--- src/rtl/step_pulse_gen.sv ---
// step_pulse_gen: 50 % duty step-pulse generator for the activity tracker.
// Each pulse is one step. The rate is walk, jog or run, or a timed hybrid
// schedule. The block also keeps a saturating step count and a saturating
// elapsed-seconds count.
//
// Optional feature macro: STEP_PULSE_HYBRID_EN
//   defined   : mode 11 runs the hybrid walk/jog/run/jog segment schedule.
//   undefined : no segment logic; mode 11 runs as walk and cur_rate reads 00.
//
// Ports:
//   clk        : sole clock, posedge
//   rst_n      : asynchronous active-low reset
//   start      : level run request (low stops at the next edge)
//   mode       : 00 walk, 01 jog, 10 run, 11 hybrid (latched at start)
//   pulse      : step waveform
//   active     : high while running
//   cur_rate   : rate of the current period (00/01/10)
//   step_count : rising pulse edges since start, saturating
//   sec_count  : whole seconds since start, saturating
module step_pulse_gen #(
  parameter int unsigned CNT_W      = 22,
  parameter int unsigned WALK_HALF  = 1562500,
  parameter int unsigned JOG_HALF   = 781250,
  parameter int unsigned RUN_HALF   = 390625,
  parameter int unsigned SEC_CYCLES = 3125000,
  parameter int unsigned HYB_SEG_S  = 60,
  parameter int unsigned COUNT_W    = 16
) (
  input  logic               clk,
  input  logic               rst_n,
  input  logic               start,
  input  logic [1:0]         mode,
  output logic               pulse,
  output logic               active,
  output logic [1:0]         cur_rate,
  output logic [COUNT_W-1:0] step_count,
  output logic [COUNT_W-1:0] sec_count
);

  localparam int unsigned SEC_W = (SEC_CYCLES > 1) ? $clog2(SEC_CYCLES) : 1;

  localparam logic [CNT_W-1:0]   WALK_M1 = CNT_W'(WALK_HALF - 1);
  localparam logic [CNT_W-1:0]   JOG_M1  = CNT_W'(JOG_HALF - 1);
  localparam logic [CNT_W-1:0]   RUN_M1  = CNT_W'(RUN_HALF - 1);
  localparam logic [SEC_W-1:0]   SEC_M1  = SEC_W'(SEC_CYCLES - 1);
  localparam logic [COUNT_W-1:0] CNT_MAX = '1;

  // Elaboration-time guard against an illegal parameter set.
  if (WALK_HALF == 0 || JOG_HALF == 0 || RUN_HALF == 0 ||
      SEC_CYCLES == 0 || HYB_SEG_S == 0) begin : g_bad_cfg
    $error("step_pulse_gen: illegal configuration");
  end

  typedef enum logic [1:0] {
    S_IDLE = 2'd0,
    S_HIGH = 2'd1,
    S_LOW  = 2'd2
  } state_e;

  state_e             state_q, state_d;
  logic [1:0]         mode_q, mode_d;
  logic [1:0]         rate_q, rate_d;
  logic [CNT_W-1:0]   half_cnt_q, half_cnt_d;
  logic [SEC_W-1:0]   sec_div_q, sec_div_d;
  logic [COUNT_W-1:0] sec_count_q, sec_count_d;
  logic [COUNT_W-1:0] step_count_q, step_count_d;
  logic               pulse_q, pulse_d;
  logic               active_q, active_d;

  logic               launch_c;
  logic               running_c;
  logic               sec_wrap_c;
  logic [CNT_W-1:0]   half_m1_c;
  logic [1:0]         reload_rate_c;

  assign launch_c   = start && (state_q == S_IDLE);
  assign running_c  = start && ((state_q == S_HIGH) || (state_q == S_LOW));
  assign sec_wrap_c = (sec_div_q == SEC_M1);

  // Terminal count of the half-period counter for the current period's rate.
  always_comb begin
    case (rate_q)
      2'b01:   half_m1_c = JOG_M1;
      2'b10:   half_m1_c = RUN_M1;
      default: half_m1_c = WALK_M1;
    endcase
  end

`ifdef STEP_PULSE_HYBRID_EN
  localparam int unsigned      SEG_W  = (HYB_SEG_S > 1) ? $clog2(HYB_SEG_S) : 1;
  localparam logic [SEG_W-1:0] SEG_M1 = SEG_W'(HYB_SEG_S - 1);

  logic [1:0]       seg_idx_q, seg_idx_d;
  logic [SEG_W-1:0] seg_sec_q, seg_sec_d;

  // Segment index advances on the second tick that completes a segment.
  always_comb begin
    seg_idx_d = seg_idx_q;
    seg_sec_d = seg_sec_q;
    if (launch_c) begin
      seg_idx_d = 2'd0;
      seg_sec_d = '0;
    end else if (running_c && sec_wrap_c) begin
      if (seg_sec_q == SEG_M1) begin
        seg_sec_d = '0;
        seg_idx_d = seg_idx_q + 2'd1;
      end else begin
        seg_sec_d = seg_sec_q + SEG_W'(1);
      end
    end
  end

  // Uses the next segment index so an advance on the LOW->HIGH edge applies
  // to the period that starts there.
  always_comb begin
    reload_rate_c = (mode_q == 2'b11) ? 2'b00 : mode_q;
    if (mode_q == 2'b11) begin
      case (seg_idx_d)
        2'd0:    reload_rate_c = 2'b00;
        2'd1:    reload_rate_c = 2'b01;
        2'd2:    reload_rate_c = 2'b10;
        default: reload_rate_c = 2'b01;
      endcase
    end
  end

  always_ff @(posedge clk or negedge rst_n) begin
    if (!rst_n) begin
      seg_idx_q <= 2'd0;
      seg_sec_q <= '0;
    end else begin
      seg_idx_q <= seg_idx_d;
      seg_sec_q <= seg_sec_d;
    end
  end
`else
  assign reload_rate_c = (mode_q == 2'b11) ? 2'b00 : mode_q;
`endif

  // Next-state and output logic; a low start overrides everything.
  always_comb begin
    state_d      = state_q;
    mode_d       = mode_q;
    rate_d       = rate_q;
    half_cnt_d   = half_cnt_q;
    sec_div_d    = sec_div_q;
    sec_count_d  = sec_count_q;
    step_count_d = step_count_q;
    pulse_d      = pulse_q;
    active_d     = active_q;
    if (!start) begin
      state_d  = S_IDLE;
      pulse_d  = 1'b0;
      active_d = 1'b0;
    end else begin
      case (state_q)
        S_IDLE: begin
          state_d      = S_HIGH;
          pulse_d      = 1'b1;
          active_d     = 1'b1;
          mode_d       = mode;
          // Hybrid segment 0 is walk, so hybrid also starts at rate 00.
          rate_d       = (mode == 2'b11) ? 2'b00 : mode;
          half_cnt_d   = '0;
          sec_div_d    = '0;
          sec_count_d  = '0;
          step_count_d = COUNT_W'(1);
        end
        S_HIGH, S_LOW: begin
          if (sec_wrap_c) begin
            sec_div_d = '0;
            if (sec_count_q != CNT_MAX) begin
              sec_count_d = sec_count_q + COUNT_W'(1);
            end
          end else begin
            sec_div_d = sec_div_q + SEC_W'(1);
          end
          if (half_cnt_q == half_m1_c) begin
            half_cnt_d = '0;
            if (state_q == S_HIGH) begin
              state_d = S_LOW;
              pulse_d = 1'b0;
            end else begin
              state_d = S_HIGH;
              pulse_d = 1'b1;
              rate_d  = reload_rate_c;
              if (step_count_q != CNT_MAX) begin
                step_count_d = step_count_q + COUNT_W'(1);
              end
            end
          end else begin
            half_cnt_d = half_cnt_q + CNT_W'(1);
          end
        end
        default: begin
          state_d  = S_IDLE;
          pulse_d  = 1'b0;
          active_d = 1'b0;
        end
      endcase
    end
  end

  always_ff @(posedge clk or negedge rst_n) begin
    if (!rst_n) begin
      state_q      <= S_IDLE;
      mode_q       <= 2'b00;
      rate_q       <= 2'b00;
      half_cnt_q   <= '0;
      sec_div_q    <= '0;
      sec_count_q  <= '0;
      step_count_q <= '0;
      pulse_q      <= 1'b0;
      active_q     <= 1'b0;
    end else begin
      state_q      <= state_d;
      mode_q       <= mode_d;
      rate_q       <= rate_d;
      half_cnt_q   <= half_cnt_d;
      sec_div_q    <= sec_div_d;
      sec_count_q  <= sec_count_d;
      step_count_q <= step_count_d;
      pulse_q      <= pulse_d;
      active_q     <= active_d;
    end
  end

  assign pulse      = pulse_q;
  assign active     = active_q;
  assign cur_rate   = rate_q;
  assign step_count = step_count_q;
  assign sec_count  = sec_count_q;

endmodule
--- config.mk ---
export PLATFORM = sky130hd
export DESIGN_NAME = step_pulse_gen
export DESIGN_NICKNAME = d
export VERILOG_FILES = /design/src/rtl/step_pulse_gen.sv
export SDC_FILE = /design/constraint.sdc
export NUM_CORES = 1
export LEC_CHECK = 0
export CAP_MARGIN = 10
export CORE_MARGIN = 2
export CORE_UTILIZATION = 40
export CTS_BUF_LIST = sky130_fd_sc_hd__clkbuf_16
export CTS_CLUSTER_SIZE = 14
export DETAILED_ROUTE_END_ITERATION = 10
export PLACE_DENSITY = 0.6
export SLEW_MARGIN = 25
export SYNTH_ARGS = -nofsm -noshare
export SYNTH_HDL_FRONTEND = slang
export SYNTH_SLANG_ARGS = --single-unit
--- constraint.sdc ---
create_clock -name clk -period 3.5 [get_ports clk]
set_input_delay 0.35 -clock clk [delete_from_list [all_inputs] [get_ports clk]]
set_output_delay 0.35 -clock clk [all_outputs]
set_load 0.01 [all_outputs]
==> metrics.md <==
| Metric | Value |
|---|---|
| Antenna violations before repair | `0` |
| Die Y | `114.7 um` |
| Setup crit end kind | `flip-flop` |
| Final worst clock skew | `0.003090 ns` |
| Pwr Density | `601.5 mW/mm^2` |
| Period utilisation layout | `75.77%` |
| Clock power frac | `27.0%` |
| Maximum clock path buffer count | `2` |
| Via density | `5.774` |
| Diodes inserted | `0` |
| Total of max-cap violations | `0` |
| # rows | `40` |
| Reg clk slew, reported paths | `0.06 ns` |
| Final ANT Viol Nets | `0` |
| Largest net degree at the start of global routing | `78` |
| Setup TNS Final | `0 ns` |
| RSZ-0062 raised after global routing | `false` |
| CTS buffer count | `9` |
| Core area | `0.01201 sq mm` |
| VDD IR-drop max | `321.6 uV` |
| Synthesized area | `0.004905 sq mm` |
| First DRT Iteration DRCs | `342` |
| GR Util met1 | `25.52%` |
| Post-synth cell types | `55` |
| Share of layout cells above drive strength 1 | `6.791%` |
| Initial DRT Pass Iterations | `4` |
| Routability cong. | `0.8233` |
| Setup Crit Path Kind | `reg -> reg` |
| Register area share after synthesis | `42.35%` |
| Syn Area/Cell | `8.918 sq um` |
| CP Data Arrival Time | `2.89 ns` |
| CTS tree | `yes` |
| NetSw | `1.338 mW` |
| Detailed placement HPWL | `7859 um` |
| CP Cell Sequence | `ha_1, and4_1, and3_1, a41o_1, nor3_1, a221o_1` |
| Critical path's slowest cell | `a41o_1` |
| GRT busiest layer | `met2` |
| Post-layout min period | `2.652 ns` |
| Drt wl/cell | `16.21 um` |
| Most frequent cells in the layout | `83 x dfrtp_1, 67 x nand2_1, 39 x clkdlybuf4s50_1` |
| Routed Wire Length | `11,930 um` |
| Gate power share | `36.8%` |
| Post-CTS Setup Repair Bufs | `0` |
| CP Launch Type | `flip-flop` |
| GRT Total Usage | `19.44%` |
| Yosys warns | `0` |
| Die W | `114.7 um` |
| Global Route met2 Usage | `32.23%` |
| Clock Latency Late Sink | `0.35 ns` |
| Final hold violation count | `0` |
| Initial cell density of the core | `40.83%` |
| WP data required | `3.73 ns` |
| Hold WC Path Type | `in -> async` |
| Placed Area | `0.005473 sq mm` |
| Synthesized flop and latch total | `83` |
| Grt ovf | `0` |
| Syn Inst Count | `550` |
| Pleak | `2.334 nW` |
| Final count of negative-setup-slack endpoints | `0` |
| TritonCTS sink count | `83` |
| Fill cells | `1,143` |
| Htree depth | `3` |
| Post-cts sizing count | `0` |
| Commonest non-fill, non-tap cell in the layout | `dfrtp_1` |
| First-pass GRT wire length | `20,440 um` |
| Slew Limit Fails | `0` |
| Actual slew at the worst max-slew pin | `0.8362 ns` |
| Die area | `0.01316 sq mm` |
| Pint | `2.127 mW` |
| Status | `completed` |
| DRC | `0` |
| Root buffer cell | `clkbuf_16` |
| Slew Limit Headroom | `43.99%` |
| IO buf count | `40` |
| Hold Buf Count CTS | `0` |
| Vias in the first global route | `4,158` |
| Critical path fanouts, max | `22` |
| Layout area overhead | `17.45%` |
| Fraction of registers with async set/reset | `100.0%` |
| Number of synthesized flops with an enable pin | `0` |
| Max Clk Rate | `0.3771 GHz` |
| Design area | `0.005761 sq mm` |
| Sw frac | `38.63%` |
| Via count | `4,250` |
| Nets | `600` |
| Slowest stage delay, CP | `0.68 ns` |
| Synthesized Nets | `565` |
| Io pins | `41` |
| Sequential power share | `36.2%` |
| Main synth FF type | `dfrtp_1` |
| Met3 Use GR | `5.061%` |
## cells by family (layout without fill, tap and decap cells)
| kind of cell | count (synthesis) | after routing | share of synthesized area [%] |
|---|---|---|---|
| muxes | 8 | 8 | 1.684 |
| xor gates and xnor gates | 36 | 36 | 6.429 |
| DFF | 83 | 83 | 42.35 |
| adders and majority gates | 10 | 10 | 2.551 |
| AOI/OAI and AO/OA | 113 | 113 | 15.51 |
| and+or+nand+nor | 254 | 254 | 27.70 |
| buffers and inverters | 46 | 85 | 3.775 |
## worst max-delay path: cells and delay by family, from the launching register on
family	cells	cell delay [ns]
fa+ha+maj	1	0.26
flops	1	0.47
simple gates	3	0.79
compound gates	2	1.01
## synthesized netlist by cell type (15+ instances only)
cell type   n  area [sq um]
nor3_1     19         95.09
nor2_1     35         131.4
and3_1     21         131.4
dfrtp_1    83          2077
nand2_1    67         251.5
inv_1      15         56.30
nand4_1    18         112.6
xor2_1     22         192.7
a31oi_1    23         143.9
clkbuf_1   23         86.33
nand3_1    23         115.1
a21oi_1    27         135.1
## metal layers
metal	share of wire, %	routed length, um	vias up
met5	0	0	-
li1	-	-	2088
met2	48	5730	81
met1	46	5542	2072
met3	4.6	550	9
met4	0.88	105	0
## metrics by stage
step	hold slack [ns]	instances	total power [mW]	utilization [%]	setup WS (ns)
6_report	0.04513	736	3.465	47.96	0.8479
3_3_place_gp	0.4882	721	2.525	45.56	0.9326
4_1_cts	0.2186	736	3.508	47.93	0.8470
3_5_place_dp	0.4968	721	2.558	45.56	0.8499
2_1_floorplan	0.05441	550	2.077	-	1.081
5_1_grt	0.1063	736	3.714	47.96	0.6304
## power by group through the flow
stage	Combinational [mW]	Sequential [mW]	Clock (mW)
6_report	1.28	1.25	0.935
5_1_grt	1.44	1.28	0.996
4_1_cts	1.29	1.25	0.963
3_5_place_dp	1.29	1.27	0
3_3_place_gp	1.26	1.26	0
2_1_floorplan	0.809	1.27	0
## flip-flops by register name (all words and copies together) (netlist names)
register / count
half_cnt_q: 22
cur_rate: 2
sec_div_q: 22
state_q: 1
step_count: 16
sec_count: 16
active: 1
pulse: 1
mode_q: 2
## final timing paths
check / to / cells past startpoint / slack [ns] / from
worst max-delay path: step_count[10] / 6 / 0.85 / step_count[0]
worst min-delay path: half_cnt_q[8] / 1 / 0.05 / rst_n
worst max register to register: step_count[10] / 6 / 0.85 / step_count[0]
worst min register to register: sec_count[9] / 1 / 0.50 / sec_count[9]
max in group asynchronous: step_count[15] / 2 / 2.84 / rst_n
min in group clk: sec_count[9] / 1 / 0.50 / sec_count[9]
## final cells by class
cell class                      count  area [sq um]  share of cell area, %
Tap cell                          147         183.9                  3.193
Clock buffer                        9         225.2                  3.910
Timing Repair Buffer               54         506.7                  8.797
Clock inverter                      6         58.81                  1.021
Inverter                           16         60.06                  1.043
Multi-Input combinational cell    421          2649                  45.98
Sequential cell                    83          2077                  36.06
Power figures use the tool's default switching activity.
